[src/rtl/rr_mux_nto1_reg.sv]
// N-input registered multiplexer with valid/ready handshake and round-robin arbitration.
// Define MUX_FIXED_PRIO_EN to replace round-robin with fixed priority (channel 0 highest).
module rr_mux_nto1_reg #(
  parameter  int WIDTH = 32,
  parameter  int N     = 4,
  localparam int IDX_W = $clog2(N)
) (
  input  logic               clk_i,
  input  logic               rst_i,
  input  logic [N*WIDTH-1:0] in_data_i,
  input  logic [N-1:0]       in_valid_i,
  output logic [N-1:0]       in_ready_o,
  output logic [WIDTH-1:0]   out_data_o,
  output logic [IDX_W-1:0]   out_src_o,
  output logic               out_valid_o,
  input  logic               out_ready_i
);

  logic [WIDTH-1:0] out_data_q, out_data_d;
  logic [IDX_W-1:0] out_src_q, out_src_d;
  logic             out_valid_q, out_valid_d;

  logic             grant_found;
  logic [IDX_W-1:0] grant_idx;
  logic             load_en;
  logic             transfer;
  int               cand;

`ifndef MUX_FIXED_PRIO_EN
  logic [IDX_W-1:0] rr_ptr_q, rr_ptr_d;
`endif

  // Search starts at the round-robin pointer and wraps explicitly, so N need not be 2^k.
  // NOTE: every variable driven here gets a default first so no latch is inferred.
  always_comb begin
    grant_found = 1'b0;
    grant_idx   = '0;
    cand        = 0;
    for (int i = 0; i < N; i++) begin
`ifdef MUX_FIXED_PRIO_EN
      cand = i;
`else
      cand = int'(rr_ptr_q) + i;
      if (cand >= N) cand = cand - N;
`endif
      if (!grant_found && in_valid_i[cand]) begin
        grant_found = 1'b1;
        grant_idx   = IDX_W'(cand);
      end
    end
  end

  assign load_en  = ~out_valid_q | out_ready_i;
  assign transfer = grant_found & load_en;

  always_comb begin
    in_ready_o = '0;
    if (transfer) in_ready_o[grant_idx] = 1'b1;
  end

  always_comb begin
    out_data_d  = out_data_q;
    out_src_d   = out_src_q;
    out_valid_d = out_valid_q & ~out_ready_i;
    if (transfer) begin
      out_data_d  = in_data_i[int'(grant_idx)*WIDTH +: WIDTH];
      out_src_d   = grant_idx;
      out_valid_d = 1'b1;
    end
  end

`ifndef MUX_FIXED_PRIO_EN
  always_comb begin
    rr_ptr_d = rr_ptr_q;
    if (transfer) rr_ptr_d = (grant_idx == IDX_W'(N-1)) ? '0 : grant_idx + IDX_W'(1);
  end
`endif

  // NOTE: sequential state uses non-blocking assignments so all flops update together.
  always_ff @(posedge clk_i or posedge rst_i) begin
    if (rst_i) begin
      out_data_q  <= '0;
      out_src_q   <= '0;
      out_valid_q <= 1'b0;
`ifndef MUX_FIXED_PRIO_EN
      rr_ptr_q    <= '0;
`endif
    end else begin
      out_data_q  <= out_data_d;
      out_src_q   <= out_src_d;
      out_valid_q <= out_valid_d;
`ifndef MUX_FIXED_PRIO_EN
      rr_ptr_q    <= rr_ptr_d;
`endif
    end
  end

  assign out_data_o  = out_data_q;
  assign out_src_o   = out_src_q;
  assign out_valid_o = out_valid_q;

endmodule

[config.mk]
export PLATFORM = sky130hd
export DESIGN_NAME = rr_mux_nto1_reg
export DESIGN_NICKNAME = d
export VERILOG_FILES = /design/src/rtl/rr_mux_nto1_reg.sv
export SDC_FILE = /design/constraint.sdc
export NUM_CORES = 1
export LEC_CHECK = 0
export BUFFER_PORTS_ARGS = -buffer_cell sky130_fd_sc_hd__buf_2
export CELL_PAD_IN_SITES_DETAIL_PLACEMENT = 0
export CELL_PAD_IN_SITES_GLOBAL_PLACEMENT = 2
export CORE_MARGIN = 2
export CORE_UTILIZATION = 23
export CTS_BUF_LIST = sky130_fd_sc_hd__clkbuf_4 sky130_fd_sc_hd__clkbuf_8
export CTS_CLUSTER_SIZE = 24
export DETAILED_ROUTE_END_ITERATION = 6
export PLACE_DENSITY = 0.89
export SYNTH_ARGS = -nofsm -noshare
export SYNTH_HDL_FRONTEND = slang
export SYNTH_SLANG_ARGS = --single-unit
[constraint.sdc]
create_clock -name clk_i -period 1.95 [get_ports clk_i]
set_input_delay 0.0975 -clock clk_i [delete_from_list [all_inputs] [get_ports clk_i]]
set_output_delay 0.0975 -clock clk_i [all_outputs]
set_load 0.02 [all_outputs]
==> flow_summary.yaml <==
synthesis:
  muxShareOfSynthArea_pct: 26.8
  syn_area_per_cell_um2: 10.9
  synth_area_um2: 2430
  synthXorXnorAreaFrac_pct: 0
  synth_cell_type_count: 30
  synth_top_family_by_area: "multiplexers"
  netlist_instances: 222
  yosys.area_share.adder_pct: 0.516
  synthSimpleGateAreaFrac_pct: 4.85
  synth_nets: 358
  ys_dominant_reg_cell: "dfrtp_1"
  synth-seq-area-share_pct: 38.2
  synthArstFlopShare_pct: 100
  synth_compound_area_share_pct: 22.0
  synth_edf_count: 0
  ys_ff_latch: 37
  ys_warn_count: 0
timing:
  finalMaxSlewViolations: 0
  tightest_slew_ns: 0.416
  setup_viol: 0
  max-slew-margin-rel_pct: 72.2
  period_share_pct: 99.3
  clock.fmax_mhz: 517
  rsz0062_at_grt: "true"
  period_needed_ns: 1.94
  hold_violations: 0
  clock_skew_ns: 0.00785
routing:
  wl_met2_um: 3670
  ant_nets: 0
  vias_per_cell: 4.51
  totalWireLength_um: 7240
  dr_wl_met3_um: 595
  first_pass_iters: 4
  drc: 0
  wl_met1_um: 2940
  top_layer_used: "met4"
  routedWlPerCell_um: 13.3
  dr_total_vias: 2452
  drt_iter0_markers: 67
place:
  dp.cells: 526
  dpl.hpwl_um: 5500
  io_buffers: 173
  gp_congestion: 0.736
min_path:
  holdCritPathClass: "input port to register"
flow_run:
  cap_violations: 0
cts:
  clock-sinks: 37
  cts_tree: "done"
  clkLatencyLatePin_ns: 0.28
  clockRootBuffer: "clkbuf_8"
  cts_inserted_buffers: 5
  cts_buffer_depth: 2
  htree_levels: 2
  path_clk_slew_ns: 0.08
floorplan:
  core_um2: 10300
  die_y_um: 107
  start_util_pct: 23.6
  ioPinCount: 174
  dieArea_um2: 11400
  die_w_um: 107
  num_rows: 37
grt:
  grt_max_degree: 38
  grt_pass1_vias: 2411
  grt_antenna_before_repair: 0
  grt_pass1_wl_um: 11100
  overflow: 0
  grt_usage_pct: 12.0
critical_path:
  cp_data_arrival_time_ns: 1.84
  endpoint_kind: "output pin"
  critPathKind: "register to output pin"
  cp_top_family: "simple AND/OR/NAND/NOR gates"
  worstSetupStartpointType: "register"
  slowest_stage: "dfrtp_1"
  cp_slowest_stage_delay_ns: 0.43
  path_cells: "buf_4 > nand2_1 > a311oi_4 > nor2_2 > ha_4 > and2_4 > buf_6"
  crit_fanout: 4
  worst-path-buf-inv: 2
  required_ns: 1.85
power:
  ir_drop_mv: 0.386
  cellLeakagePower_nw: 2.19
  finalPower_w: 0.00445
  power.density_nw_per_um2: 1180
finish:
  drive_gt1_share_pct: 54.4
  nets: 543
  diodes: 0
  area_delta_synth_final_pct: 55.3
  final.fill_count: 1040
  mostFrequentLayoutCell: "buf_2"
  final_cell_count_no_fill: 544
  most-common-layout-cells: "171 x buf_2, 61 x mux2i_1, 37 x dfrtp_1"
status:
  status: "complete, no violations"
-- stage by stage --
stage          setup TNS (ns)  setup WS, ns  util [%]  cell area, um2  hold slack (ns)
2_1_floorplan               0         0.181         -            2430            0.221
3_3_place_gp                0         0.123      33.5            3440            0.136
3_5_place_dp                0        0.0738      33.5            3440            0.142
4_1_cts                     0       0.00510      35.2            3620           0.0479
5_1_grt                -0.441       -0.0707      36.7            3770           0.0610
6_report                    0        0.0142      36.7            3770           0.0614
-- Yosys cell counts (2+ instances only) --
| master | n | share of area [%] |
|---|---|---|
| nand2b_1 | 2 | 0.52 |
| nor2b_1 | 2 | 0.52 |
| nand2_1 | 10 | 1.5 |
| nor2_1 | 3 | 0.46 |
| inv_1 | 2 | 0.31 |
| buf_2 | 6 | 1.2 |
| dfrtp_1 | 37 | 38 |
| a21oi_1 | 2 | 0.41 |
| buf_6 | 3 | 1.4 |
| nor3_1 | 2 | 0.41 |
| buf_4 | 3 | 0.93 |
| o22ai_1 | 29 | 7.5 |
| buf_12 | 4 | 3.3 |
| o21ai_1 | 3 | 0.62 |
| a21o_1 | 32 | 9.9 |
| o22ai_2 | 3 | 1.5 |
| clkbuf_1 | 2 | 0.31 |
| mux2i_1 | 65 | 27 |
-- power by group --
group	switching, W	total, W	internal, W
sequential	0.000174	0.00125	0.00108
combinational	0.00136	0.00261	0.00125
clock	0.000267	0.000587	0.000320
-- worst min-delay path: stages --
cell and delay, ns:
buf_2 0.08, nand2b_1 0.09, nand2_1 0.04
-- cells by family after synthesis --
kind of cell / Yosys count
DFF: 37
AOI/OAI and AO/OA: 74
and+or+nand+nor: 24
adders and majority gates: 1
buffers and inverters: 21
muxes: 65
-- flip-flops by register name, summed over array words and instances, names as in the netlist --
signal       cells
out_src_o        2
out_valid_o      1
rr_ptr_q         2
out_data_o      32
-- path summary, 6_finish.rpt --
kind                                    start        endpoint  slack (ns)  cells after the start
max in group asynchronous               rst_i   out_data_o[1]        1.34                      4
min in group asynchronous               rst_i  out_data_o[31]        0.38                      4
worst min-delay path              out_ready_i     out_valid_o        0.06                      3
worst max register to register    rr_ptr_q[1]   out_data_o[1]        0.05                      7
worst max-delay path              rr_ptr_q[1]   in_ready_o[3]        0.01                      7
worst min register to register  out_data_o[9]   out_data_o[9]        0.47                      1
-- metal layers --
layer	global-route usage, %	up-vias
li1	-	1211
met1	13.9	1138
met2	21.2	101
met3	4.01	2
met4	2.78	0
met5	0	-
-- what timing repair did --
item,4_1_cts,5_1_grt
hold buffers,1,0
gates cloned,0,2
endpoints found under the hold margin,37,0
endpoints found under the setup margin,2,24
pin swaps,3,13
resized for setup,4,23
setup buffers,6,1
-- area by class of cell --
type | count | area, um2 | area share (%)
multi-input combinational | 164 | 1410 | 37.4
timing repair buffer | 196 | 1150 | 30.5
sequential | 37 | 926 | 24.6
tap | 136 | 170 | 4.52
clock buffer | 7 | 96.3 | 2.56
inverter | 3 | 13.8 | 0.365
clock inverter | 1 | 5.00 | 0.133
(Power assumes the default switching activity.)
